## src/rtl/mem_arbiter_if.sv

```systemverilog
// Bus bundle between the two requesters, the unified memory and mem_arbiter.
// slave is the arbiter's view; master is the requester/memory side.
interface mem_arbiter_if #(
  parameter int AW = 32,
  parameter int DW = 32
);
  logic          req0;
  logic          we0;
  logic [AW-1:0] addr0;
  logic [DW-1:0] wdata0;
  logic [DW-1:0] rdata0;
  logic          ack0;

  logic          req1;
  logic          we1;
  logic [AW-1:0] addr1;
  logic [DW-1:0] wdata1;
  logic [DW-1:0] rdata1;
  logic          ack1;
  logic          lock1;

  logic [AW-1:0] mem_addr;
  logic [DW-1:0] mem_wdata;
  logic          mem_we;
  logic [DW-1:0] mem_rdata;

  modport slave (
    input  req0, we0, addr0, wdata0,
    input  req1, we1, addr1, wdata1, lock1,
    input  mem_rdata,
    output rdata0, ack0, rdata1, ack1,
    output mem_addr, mem_wdata, mem_we
  );

  modport master (
    output req0, we0, addr0, wdata0,
    output req1, we1, addr1, wdata1, lock1,
    output mem_rdata,
    input  rdata0, ack0, rdata1, ack1,
    input  mem_addr, mem_wdata, mem_we
  );
endinterface

```

## src/rtl/mem_arbiter.sv

```systemverilog
// Two-port round-robin arbiter/sequencer for the unified MIPS memory.
// One transaction per IDLE -> ACCESS -> RESP pass; port 1 may hold a bounded lock.
module mem_arbiter #(
  parameter int AW        = 32,
  parameter int DW        = 32,
  parameter int MAX_BURST = 4
) (
  input logic          clk,
  input logic          reset,
  mem_arbiter_if.slave bus
);

  localparam int CW = $clog2(MAX_BURST) + 1;

  typedef enum logic [1:0] {
    IDLE,
    ACCESS,
    RESP
  } state_t;

  state_t        r_state;
  logic          r_owner;
  logic          r_last;
  logic          r_lockActive;
  logic [CW-1:0] r_burstCnt;
  logic [AW-1:0] r_memAddr;
  logic [DW-1:0] r_memWdata;
  logic          r_memWe;
  logic          r_isWrite;
  logic [DW-1:0] r_rdata0;
  logic [DW-1:0] r_rdata1;
  logic          r_ack0;
  logic          r_ack1;

  logic          w_anyReq;
  logic          w_grant;
  logic          w_selWe;
  logic [AW-1:0] w_selAddr;
  logic [DW-1:0] w_selWdata;
  logic [CW-1:0] w_burstNext;

  // An active lock overrides round-robin; otherwise ties go to the port that did not go last.
  always_comb begin
    w_anyReq = bus.req0 | bus.req1;
    if (r_lockActive && bus.req1) begin
      w_grant = 1'b1;
    end else if (bus.req0 && bus.req1) begin
      w_grant = ~r_last;
    end else begin
      w_grant = bus.req1;
    end
    w_selWe     = w_grant ? bus.we1    : bus.we0;
    w_selAddr   = w_grant ? bus.addr1  : bus.addr0;
    w_selWdata  = w_grant ? bus.wdata1 : bus.wdata0;
    w_burstNext = r_burstCnt + 1'b1;
  end

  always_ff @(posedge clk or negedge reset) begin
    if (!reset) begin
      r_state      <= IDLE;
      r_owner      <= 1'b0;
      r_last       <= 1'b1;
      r_lockActive <= 1'b0;
      r_burstCnt   <= '0;
      r_memAddr    <= '0;
      r_memWdata   <= '0;
      r_memWe      <= 1'b0;
      r_isWrite    <= 1'b0;
      r_rdata0     <= '0;
      r_rdata1     <= '0;
      r_ack0       <= 1'b0;
      r_ack1       <= 1'b0;
    end else begin
      r_ack0 <= 1'b0;
      r_ack1 <= 1'b0;
      case (r_state)
        IDLE: begin
          if (!bus.req1) begin
            r_lockActive <= 1'b0;
            r_burstCnt   <= '0;
          end
          if (w_anyReq) begin
            r_owner    <= w_grant;
            r_isWrite  <= w_selWe;
            r_memWe    <= w_selWe;
            r_memAddr  <= w_selAddr;
            r_memWdata <= w_selWdata;
            r_state    <= ACCESS;
            // Reaching MAX_BURST releases the lock; last=1 after RESP then hands the next tie to port 0.
            if (w_grant) begin
              if (bus.lock1 && (w_burstNext < CW'(MAX_BURST))) begin
                r_lockActive <= 1'b1;
                r_burstCnt   <= w_burstNext;
              end else begin
                r_lockActive <= 1'b0;
                r_burstCnt   <= '0;
              end
            end
          end
        end
        ACCESS: begin
          r_memWe <= 1'b0;
          if (!r_isWrite) begin
            if (r_owner) begin
              r_rdata1 <= bus.mem_rdata;
            end else begin
              r_rdata0 <= bus.mem_rdata;
            end
          end
          r_ack0  <= ~r_owner;
          r_ack1  <= r_owner;
          r_state <= RESP;
        end
        RESP: begin
          r_last  <= r_owner;
          r_state <= IDLE;
        end
        default: begin
          r_state <= IDLE;
        end
      endcase
    end
  end

  assign bus.mem_addr  = r_memAddr;
  assign bus.mem_wdata = r_memWdata;
  assign bus.mem_we    = r_memWe;
  assign bus.rdata0    = r_rdata0;
  assign bus.rdata1    = r_rdata1;
  assign bus.ack0      = r_ack0;
  assign bus.ack1      = r_ack1;

endmodule

```

## src/flat_wrapper.sv

```systemverilog
// flat-port wrapper written by rule: the top's interface ports become plain ports
module mem_arbiter_flat 
#(
  parameter int AW        = 32,
  parameter int DW        = 32,
  parameter int MAX_BURST = 4
)
  (clk, reset, bus_req0, bus_we0, bus_addr0, bus_wdata0, bus_req1, bus_we1, bus_addr1, bus_wdata1, bus_lock1, bus_mem_rdata, bus_rdata0, bus_ack0, bus_rdata1, bus_ack1, bus_mem_addr, bus_mem_wdata, bus_mem_we);
  mem_arbiter_if #(.AW(AW), .DW(DW)) bus_i ();
  input logic clk;
  input logic reset;
  input wire logic [$bits(bus_i.req0)-1:0] bus_req0;
  input wire logic [$bits(bus_i.we0)-1:0] bus_we0;
  input wire logic [$bits(bus_i.addr0)-1:0] bus_addr0;
  input wire logic [$bits(bus_i.wdata0)-1:0] bus_wdata0;
  input wire logic [$bits(bus_i.req1)-1:0] bus_req1;
  input wire logic [$bits(bus_i.we1)-1:0] bus_we1;
  input wire logic [$bits(bus_i.addr1)-1:0] bus_addr1;
  input wire logic [$bits(bus_i.wdata1)-1:0] bus_wdata1;
  input wire logic [$bits(bus_i.lock1)-1:0] bus_lock1;
  input wire logic [$bits(bus_i.mem_rdata)-1:0] bus_mem_rdata;
  output wire logic [$bits(bus_i.rdata0)-1:0] bus_rdata0;
  output wire logic [$bits(bus_i.ack0)-1:0] bus_ack0;
  output wire logic [$bits(bus_i.rdata1)-1:0] bus_rdata1;
  output wire logic [$bits(bus_i.ack1)-1:0] bus_ack1;
  output wire logic [$bits(bus_i.mem_addr)-1:0] bus_mem_addr;
  output wire logic [$bits(bus_i.mem_wdata)-1:0] bus_mem_wdata;
  output wire logic [$bits(bus_i.mem_we)-1:0] bus_mem_we;
  assign bus_i.req0 = bus_req0;
  assign bus_i.we0 = bus_we0;
  assign bus_i.addr0 = bus_addr0;
  assign bus_i.wdata0 = bus_wdata0;
  assign bus_i.req1 = bus_req1;
  assign bus_i.we1 = bus_we1;
  assign bus_i.addr1 = bus_addr1;
  assign bus_i.wdata1 = bus_wdata1;
  assign bus_i.lock1 = bus_lock1;
  assign bus_i.mem_rdata = bus_mem_rdata;
  assign bus_rdata0 = bus_i.rdata0;
  assign bus_ack0 = bus_i.ack0;
  assign bus_rdata1 = bus_i.rdata1;
  assign bus_ack1 = bus_i.ack1;
  assign bus_mem_addr = bus_i.mem_addr;
  assign bus_mem_wdata = bus_i.mem_wdata;
  assign bus_mem_we = bus_i.mem_we;
  mem_arbiter #(.AW(AW), .DW(DW), .MAX_BURST(MAX_BURST)) u_core (.clk(clk), .reset(reset), .bus(bus_i));
endmodule
```

## config.mk

```make
export PLATFORM = sky130hd
export DESIGN_NAME = mem_arbiter_flat
export DESIGN_NICKNAME = d
export VERILOG_FILES = /design/src/rtl/mem_arbiter_if.sv /design/src/rtl/mem_arbiter.sv /design/src/flat_wrapper.sv
export SDC_FILE = /design/constraint.sdc
export NUM_CORES = 1
export LEC_CHECK = 0
export BUFFER_PORTS_ARGS = -buffer_cell sky130_fd_sc_hd__buf_2
export CAP_MARGIN = 20
export CORE_ASPECT_RATIO = 0.75
export CORE_UTILIZATION = 42
export DETAILED_ROUTE_END_ITERATION = 12
export PLACE_DENSITY = 0.76
export SYNTH_ARGS = -nofsm -noshare
export SYNTH_HDL_FRONTEND = slang
export SYNTH_SLANG_ARGS = --single-unit
```

## constraint.sdc

```tcl
create_clock -name clk -period 1.5 [get_ports clk]
set_input_delay 0.15 -clock clk [delete_from_list [all_inputs] [get_ports clk]]
set_output_delay 0.15 -clock clk [all_outputs]
set_load 0.02 [all_outputs]
```

==> impl_metrics.json, run 1 <==
{
  "dpl_cell_area_um2": 8170,
  "period_needed_ns": 1.55,
  "rsz0062_at_grt": "yes",
  "startpoint_type": "flip-flop",
  "num_io_pins": 298,
  "nets": 1145,
  "fin_cells": 1190,
  "place_ws_ns": -0.0377,
  "reg2reg_slack_ns": -0.05,
  "path_class": "flip-flop to flip-flop",
  "die-width_um": 144,
  "grt.total_usage_pct": 29.6,
  "antenna_found_initial": 0,
  "io_buffers": 297,
  "fin_setup_tns_ns": -0.431,
  "critPathMaxFanout": 8,
  "finalCritPeriodShare_pct": 103,
  "hpwlAfterDp_um": 12500,
  "maxSlewViolCount": 0,
  "synth-seq-area-share_pct": 55.2,
  "cts_tree": "built",
  "worstMarginPinSlew_ns": 0.585,
  "clock_skew_ns": 0.0122,
  "hold_viol": 0,
  "synth_warnings": 0,
  "required_ns": 1.81,
  "synth_nets": 735,
  "grt_pass1_wl_um": 35200,
  "setup_viol": 22,
  "layout-drive-gt1-share_pct": 44.3,
  "numCtsBuffers": 17,
  "max_freq_mhz": 646,
  "outcome": "finished with violations",
  "synth.cell_area_um2": 6350,
  "synthToLayoutAreaGrowth_pct": 61.0,
  "wire_per_inst_um": 20.1,
  "power.total_mw": 21.7,
  "drc_errors": 0,
  "vias": 6951,
  "dieArea_um2": 15600,
  "clk_path_buf_depth": 2,
  "root_buffer": "clkbuf_16",
  "power_density_nw_per_um2": 2130,
  "die_y_um": 109,
  "worst_slew_margin_rel_pct": 61.0,
  "final_common_cell": "buf_2",
  "hold_class": "input pin to flip-flop",
  "worstPathArrival_ns": 1.85,
  "core_area_um2": 14600,
  "clock_latency_ns": 0.43,
  "synth_seq_cells": 140,
  "ir_drop_uv": 1060,
  "synthCells": 567,
  "initial_core_util_pct": 43.5,
  "leakagePower_nw": 4.69,
  "failed_checks": "negative setup slack",
  "grt_pass1_vias": 6821,
  "drv_cap": 0,
  "drt_iter0_markers": 615,
  "via_per_inst": 5.84,
  "grt_overflow": 0,
  "final_area_um2": 10200,
  "clk_pin_slew_ns": 0.06,
  "antenna_left": 0,
  "firstDrtPassIters": 6,
  "core.rowCount": 38,
  "place_congestion": 0.818,
  "htreeDepth": 4,
  "syn_avg_cell_area_um2": 11.2,
  "cp-end-kind": "flip-flop",
  "dp.cells": 1024,
  "clock-sinks": 140,
  "wl_um": 23900,
  "ys_types": 37,
  "setup_ws_ns": -0.0482,
  "grt_max_degree": 56,
  "layout_common_cells": "296 x buf_2, 139 x dfrtp_1, 124 x dlygate4sd3_1"
}
==> layout make-up <==
type,instances,area [um2]
sequential,140,3500
antenna,1,2.50
multi-input combinational,360,2630
fill,1000,4370
tap,200,250
inverter,3,11.3
clock buffer,19,443
timing repair buffer,455,3290
clock inverter,12,91.3
==> cell families after synthesis <==
| group | count (synthesis) | synth area share, % |
|---|---|---|
| buffers and inverters | 67 | 5.06 |
| DFF | 140 | 55.2 |
| xor gates and xnor gates | 1 | 0.138 |
| muxes | 65 | 11.5 |
| AOI/OAI and AO/OA | 140 | 13.9 |
| and+or+nand+nor | 153 | 14.0 |
| adders and majority gates | 1 | 0.197 |
==> stage by stage <==
step	utilization (%)	hold slack, ns
3_5_place_dp	55.9	0.0958
5_1_grt	70.1	0.00412
4_1_cts	68.8	0.000654
6_report	70.1	0.00743
3_3_place_gp	55.9	0.0931
2_1_floorplan	-	-0.146
==> critical path, cell delays in order, from the launching register on <==
cell and delay (ns):
dfrtp_1 0.39, nand2b_4 0.17, nor3b_4 0.20, buf_4 0.17
clkbuf_16 0.16, mux2_2 0.34
==> path summary, 6_finish.rpt <==
check	cells after the start	to	startpoint
min	3	u_core.bus.mem_wdata[4]	bus_wdata1[4]
min reg2reg	1	u_core.bus.rdata0[19]	u_core.bus.rdata0[19]
max reg2reg	5	u_core.bus.rdata1[30]	u_core.r_state[1]
max	5	u_core.bus.rdata1[30]	u_core.r_state[1]
min in group asynchronous	2	u_core.bus.mem_addr[21]	reset
max in group asynchronous	3	u_core.r_last	reset
==> state kept, by name, summed over array words and instances, names as in the netlist <==
signal,count
u_core.bus.mem_addr,32
u_core.bus.mem_wdata,32
u_core.bus.rdata0,32
u_core.bus.rdata1,32
u_core.r_burstCnt,3
u_core.r_state,2
u_core.bus.ack0,1
u_core.bus.ack1,1
u_core.bus.mem_we,1
u_core.r_isWrite,1
u_core.r_last,1
u_core.r_lockActive,1
u_core.r_owner,1
==> synthesized netlist by cell type <==
cell type / instances / share of area [%]
dfrtp_1: 139 / 55
o21ai_0: 68 / 5.4
nand3_1: 66 / 5.2
nand4_1: 65 / 6.4
o211ai_1: 64 / 7.6
mux2_2: 63 / 11
clkbuf_1: 34 / 2.0
buf_2: 23 / 1.8
nand2_1: 5 / 0.30
buf_6: 4 / 0.71
buf_4: 3 / 0.35
nor2_1: 3 / 0.18
a21oi_1: 2 / 0.16
and2_1: 2 / 0.20
inv_1: 2 / 0.12
mux2_1: 2 / 0.35
or2_1: 2 / 0.20
a22oi_1: 1 / 0.12
a311oi_1: 1 / 0.14
a31oi_1: 1 / 0.099
and3b_1: 1 / 0.14
and4b_1: 1 / 0.16
dfstp_2: 1 / 0.41
ha_1: 1 / 0.20
inv_2: 1 / 0.059
nand2_4: 1 / 0.18
nand2b_1: 1 / 0.099
nand2b_4: 1 / 0.22
nand3b_1: 1 / 0.12
nor2_2: 1 / 0.099
nor3_2: 1 / 0.16
nor3b_4: 1 / 0.30
o211ai_2: 1 / 0.20
o21a_1: 1 / 0.12
o31ai_1: 1 / 0.12
or4_1: 1 / 0.12
xnor2_1: 1 / 0.14
==> per-layer routing <==
layer  GRT usage (%)  vias up  wire (um)
met2            46.8      508      11400
met1            35.2     3353       9030
met5               0        -          0
li1                -     2984          -
met4            17.5        0       1030
met3            10.0      106       2460
==> report_power, final <==
group / total, mW / switching (mW) / internal, mW
combinational: 11.1 / 6.50 / 4.59
clock: 3.88 / 1.72 / 2.16
sequential: 6.78 / 1.10 / 5.68
total: 21.7 / 9.32 / 12.4
==> repair_timing <==
action,CTS,global route
gates cloned,2,4
hold buffers,124,0
hold endpoints to repair,172,0
endpoints found under the setup margin,36,91
setup buffers,4,1
pin swaps,2,2
gates resized for setup,2,41
No activity file was read; power rests on OpenSTA's default activity.
==> inputs of run 2 (changes only) <==
CORE_UTILIZATION = 51   (was 42)
PLACE_DENSITY = 0.87   (was 0.76)
clock period = 2 ns   (was 1.5 ns; I/O delays follow)
==> run 2 against run 1 <==
  * The run now ends clean
  * Routed wire length is 22% lower
  * Count of clock-buffer cells in the layout down 1
  * Sequential share of layout area rose by 6.3 points
  * Total power fell by 29%
  * Fmax shrank 15%
  * Critical path depth is 2 lower
  * Sequential power shrank 26%
  * Critical path type unchanged
  * Utilization increased by 2.6 points
  * Clock skew shrank 0.0051 ns
  * Design area down 16%
  * Worst hold slack better by 0.018 ns
  * Combinational power shrank 36%
==> impl_metrics.json, run 2 (synthesized netlist as in run 1, its figures left out) <==
{
  "outcome": "complete, no violations",
  "ff2ff_path_depth": 3,
  "hp-start": "bus_mem_rdata[19]",
  "synthToLayoutAreaGrowth_pct": 35.9,
  "drc_errors": 0,
  "layout_common_cells": "296 x buf_2, 139 x dfrtp_1, 68 x o21ai_0",
  "period_needed_ns": 1.82,
  "path_cells": "and3b_1, nor2_2, o211ai_1",
  "via_per_inst": 5.84,
  "hpwlAfterDp_um": 12700,
  "reg2reg_slack_ns": 0.18,
  "maxSlewViolCount": 0,
  "p_int_mw": 8.92,
  "drv_cap": 0,
  "p_sw_share_pct": 42.0,
  "hold_viol": 0,
  "worst_slew_margin_rel_pct": 31.4,
  "htreeDepth": 4,
  "worstMarginPinSlew_ns": 1.03,
  "met2WireLength_um": 9500,
  "dp.cells": 980,
  "die_y_um": 98.7,
  "crit_path_max_incr_delay_ns": 0.82,
  "rsz0062_at_grt": "no",
  "finalCritPeriodShare_pct": 91.0,
  "cts_setup_buffers": 0,
  "vias": 5931,
  "cp-end-kind": "flip-flop",
  "num_io_pins": 298,
  "worstPathArrival_ns": 2.06,
  "core.rowCount": 34,
  "grt_overflow": 0,
  "firstDrtPassIters": 5,
  "clock_latency_ns": 0.41,
  "nFillCells": 892,
  "drt_iter0_markers": 381,
  "required_ns": 2.24,
  "clock_skew_ns": 0.00709,
  "grt.total_usage_pct": 29.4,
  "power.total_mw": 15.4,
  "crit-reg2reg-launch": "u_core.r_last",
  "pwr-share-seq_pct": 32.6,
  "min_to": "u_core.bus.rdata0[19]",
  "final_common_cell": "buf_2",
  "route.met3.wl_um": 1810,
  "hold_class": "input pin to flip-flop",
  "root_buffer": "clkbuf_16",
  "final_area_um2": 8630,
  "numCtsBuffers": 17,
  "core_area_um2": 11900,
  "grt_max_degree": 79,
  "critPathMaxFanout": 19,
  "combPwrFrac_pct": 46.1,
  "wire_per_inst_um": 18.4,
  "grt_pass1_wl_um": 29100,
  "fin_cells": 1015,
  "clk_path_buf_depth": 2,
  "io_buffers": 297,
  "leakagePower_nw": 4.01,
  "multiInputGateArea_um2": 2560,
  "clock-sinks": 140,
  "path_class": "flip-flop to flip-flop",
  "cp_slowest_cell": "nor2_2",
  "dieArea_um2": 12900,
  "place_congestion": 0.815,
  "wl_um": 18700,
  "ff_latch_area_um2": 3500,
  "antenna_found_initial": 2,
  "maxUsedRoutingLayer": "met5",
  "grt_pass1_vias": 5749,
  "power_density_nw_per_um2": 1780,
  "clk_pin_slew_ns": 0.06,
  "post-route-util_pct": 72.7,
  "clock_power_share_pct": 21.2,
  "dpl_cell_area_um2": 8000,
  "layout-drive-gt1-share_pct": 49.5,
  "initial_core_util_pct": 53.5,
  "nets": 1007,
  "setup_viol": 0,
  "power.switching_mw": 6.45,
  "antenna_left": 0,
  "cts_tree": "built",
  "wl_met1_um": 6960,
  "startpoint_type": "flip-flop",
  "die-width_um": 131,
  "min_path_cells": 2,
  "fin_setup_tns_ns": 0,
  "rr_endpoint": "u_core.bus.mem_addr[2]",
  "ir_drop_uv": 908,
  "max_freq_mhz": 549
}
[run 2: cell types whose count changed in the layout (fill, tap and decap cells not counted), moves of 3 or more]
| cell | before | now |
|---|---|---|
| dlygate4sd3_1 | 124 | 1 |
| mux2_2 | 46 | 63 |
| mux2_4 | 17 | 0 |
| o21ai_0 | 53 | 68 |
| o21ai_1 | 14 | 0 |
| buf_12 | 15 | 8 |
| clkbuf_16 | 21 | 17 |
| bufinv_16 | 0 | 3 |
[run 2: per-stage QoR]
step	setup slack, ns	hold slack (ns)
after CTS	0.0337	0.0144
after global routing	0.118	0.0119
final	0.180	0.0250
after detailed placement	0.0412	0.167
after global placement	0.0962	0.168
after floorplan	0.525	-0.0956
[run 2: layer usage]
layer  global-route usage (%)  vias to the layer above
li1                         -                     2702
met3                     10.7                       34
met5                        0                        -
met1                     33.9                     2878
met2                     50.8                      315
met4                     9.02                        2
[run 2: cell type report]
type / count / share of cell area, %
tap: 162 / 2.35
antenna: 1 / 0.0290
multi-input combinational: 361 / 29.6
clock inverter: 14 / 2.13
sequential: 140 / 40.6
inverter: 3 / 0.130
clock buffer: 18 / 4.97
timing repair buffer: 316 / 20.1
[run 2: worst max path at each step]
stage	startpoint	depth (start not counted)	end	slack [ns]
after floorplan	u_core.r_state[1]	4	u_core.bus.rdata1[10]	0.53
final	u_core.r_last	3	u_core.bus.mem_addr[2]	0.18
after global routing	u_core.r_last	3	u_core.bus.mem_addr[10]	0.12
after global placement	u_core.r_last	4	u_core.bus.mem_wdata[4]	0.1
after CTS	u_core.r_last	4	u_core.bus.mem_wdata[2]	0.03
after detailed placement	u_core.r_last	4	u_core.bus.mem_wdata[3]	0.04
[run 2: critical path, delay by kind of cell, from the launching register on]
family | cells | cell delay (ns)
flops | 1 | 0.38
compound gates | 1 | 0.21
simple gates | 2 | 1.05
[run 2: power groups by stage]
stage	logic (mW)	registers, mW	clock network [mW]
after floorplan	3.02	6.59	0
after global placement	6.89	4.96	0
after detailed placement	7.09	5.02	0
after CTS	7.10	5.02	3.31
after global routing	7.69	5.20	3.45
final	7.08	5.02	3.26
[run 2: what timing repair did]
item	4_1_cts	5_1_grt
hold buffers	1	0
hold endpoints to repair	44	0
gates resized for setup	0	0
endpoints found under the setup margin	0	19
==> inputs of run 3 (changes only) <==
--- a/config.mk
+++ b/config.mk
@@ -12,3 +12,3 @@
 export DETAILED_ROUTE_END_ITERATION = 12
-export PLACE_DENSITY = 0.87
+export PLACE_DENSITY = 0.94
 export SYNTH_ARGS = -nofsm -noshare
==> constraint.sdc (replaced) <==
create_clock -name clk -period 2 [get_ports clk]
set_input_delay 0.3 -clock clk [delete_from_list [all_inputs] [get_ports clk]]
set_output_delay 0.3 -clock clk [all_outputs]
set_load 0.02 [all_outputs]
==> run 3 against run 2 <==
  * First-iteration DRC count increased by 20%
  * Design area increased by 0.86%
  * Die area unchanged
  * Register-to-register slack about the same
  * Worst hold slack improved by 0.10 ns
  * Critical path type unchanged
  * Largest power group unchanged
==> impl_metrics.json, run 3 (synthesized netlist as in run 1, its figures left out) <==
{
  "p_sw_share_pct": 41.7,
  "maxSlewViolCount": 0,
  "ff_latch_area_um2": 3500,
  "antenna_left": 0,
  "setup_viol": 0,
  "maxUsedRoutingLayer": "met4",
  "dpl_cell_area_um2": 8030,
  "drt_iter0_markers": 459,
  "layout-drive-gt1-share_pct": 49.8,
  "clock_power_share_pct": 21.9,
  "worstPathArrival_ns": 2.07,
  "period_needed_ns": 1.83,
  "nets": 1010,
  "final_area_um2": 8700,
  "multiInputGateArea_um2": 2560,
  "power_density_nw_per_um2": 1790,
  "place_congestion": 0.836,
  "power.switching_mw": 6.51,
  "max_freq_mhz": 547,
  "hpwlAfterDp_um": 13000,
  "firstDrtPassIters": 5,
  "grt_overflow": 0,
  "antenna_found_initial": 3,
  "layout_common_cells": "296 x buf_2, 139 x dfrtp_1, 68 x o21ai_0",
  "clk_pin_slew_ns": 0.06,
  "io_buffers": 297,
  "worst_slew_margin_rel_pct": 30.9,
  "wl_met1_um": 7250,
  "route.met3.wl_um": 1790,
  "htreeDepth": 4,
  "place_ws_ns": 0.000997,
  "numCtsBuffers": 17,
  "leakagePower_nw": 4.05,
  "fin_setup_tns_ns": 0,
  "met2WireLength_um": 9610,
  "die_y_um": 98.7,
  "die-width_um": 131,
  "final_common_cell": "buf_2",
  "grt_pass1_wl_um": 29400,
  "vias": 6038,
  "finalCritPeriodShare_pct": 91.5,
  "setup_ws_ns": 0.171,
  "cp-end-kind": "flip-flop",
  "ir_drop_uv": 939,
  "worstMarginPinSlew_ns": 1.04,
  "required_ns": 2.24,
  "p_int_mw": 9.10,
  "grt_pass1_vias": 5783,
  "cts_tree": "built",
  "hold_viol": 0,
  "initial_core_util_pct": 53.5,
  "clock-sinks": 140,
  "num_io_pins": 298,
  "outcome": "complete, no violations",
  "path_class": "flip-flop to flip-flop",
  "dieArea_um2": 12900,
  "combPwrFrac_pct": 45.8,
  "startpoint_type": "flip-flop",
  "wl_um": 19100,
  "synthToLayoutAreaGrowth_pct": 37.0,
  "drv_cap": 0,
  "clock_skew_ns": 0.0108,
  "rsz0062_at_grt": "no",
  "drc_errors": 0,
  "dp.cells": 983,
  "grt.total_usage_pct": 29.8,
  "clk_path_buf_depth": 2,
  "hold_class": "input pin to flip-flop",
  "root_buffer": "clkbuf_16",
  "clock_latency_ns": 0.41,
  "pwr-share-seq_pct": 32.3,
  "via_per_inst": 5.92,
  "fin_cells": 1020,
  "core_area_um2": 11900,
  "core.rowCount": 34,
  "critPathMaxFanout": 19,
  "grt_max_degree": 80,
  "wire_per_inst_um": 18.8,
  "nFillCells": 790
}
[run 3: timing repair]
item | CTS | global route
gates resized for setup | 0 | 0
hold buffers | 1 | 0
buffers inserted | 0 | 0
hold endpoints to repair | 32 | 0
endpoints found under the setup margin | 0 | 20
[run 3: per-layer routing]
| layer | global-route usage [%] | up-vias |
|---|---|---|
| met2 | 49.2 | 370 |
| met3 | 9.88 | 37 |
| met4 | 11.1 | 0 |
| met1 | 36.1 | 2926 |
| li1 | - | 2705 |
| met5 | 0 | - |
[run 3: worst paths after layout]
path / start / end / slack [ns] / cells past startpoint
max: u_core.r_last / u_core.bus.mem_addr[2] / 0.17 / 3
max reg2reg: u_core.r_last / u_core.bus.mem_addr[2] / 0.17 / 3
min in group asynchronous: reset / u_core.bus.mem_addr[19] / 0.34 / 2
max in group asynchronous: reset / u_core.r_last / 1.05 / 3
min: bus_mem_rdata[18] / u_core.bus.rdata0[18] / 0.13 / 2
min reg2reg: u_core.bus.rdata1[23] / u_core.bus.rdata1[23] / 0.50 / 1
[run 3: power groups by stage]
stage | clock (mW) | sequential, mW | combinational (mW)
6_report | 3.42 | 5.04 | 7.16
5_1_grt | 3.60 | 5.21 | 7.74
4_1_cts | 3.45 | 5.03 | 7.16
3_5_place_dp | 0 | 5.03 | 7.14
3_3_place_gp | 0 | 4.93 | 6.93
2_1_floorplan | 0 | 6.59 | 3.02
[run 3: final cells by class]
cell class | instances | share of cell area (%)
flip-flops and latches | 140 | 40.3
repair buffers | 319 | 20.4
clock inverters | 14 | 2.39
multi-input cells | 361 | 29.4
well taps | 162 | 2.33
clock buffers | 18 | 5.05
diodes | 3 | 0.0862
inverters | 3 | 0.129
[run 3: through the flow]
stage	util [%]	hold slack [ns]	power, mW
after global routing	73.3	0.116	16.6
after global placement	67.7	0.220	11.9
after CTS	73.2	0.112	15.7
after floorplan	-	0.00441	9.62
final	73.3	0.128	15.6
after detailed placement	67.7	0.221	12.2
[run 3: worst max-delay path, cell delays in order, from the launching register on]
cell      delay [ns]
dfstp_2         0.38
and3b_1         0.24
nor2_2          0.83
o211ai_1        0.21
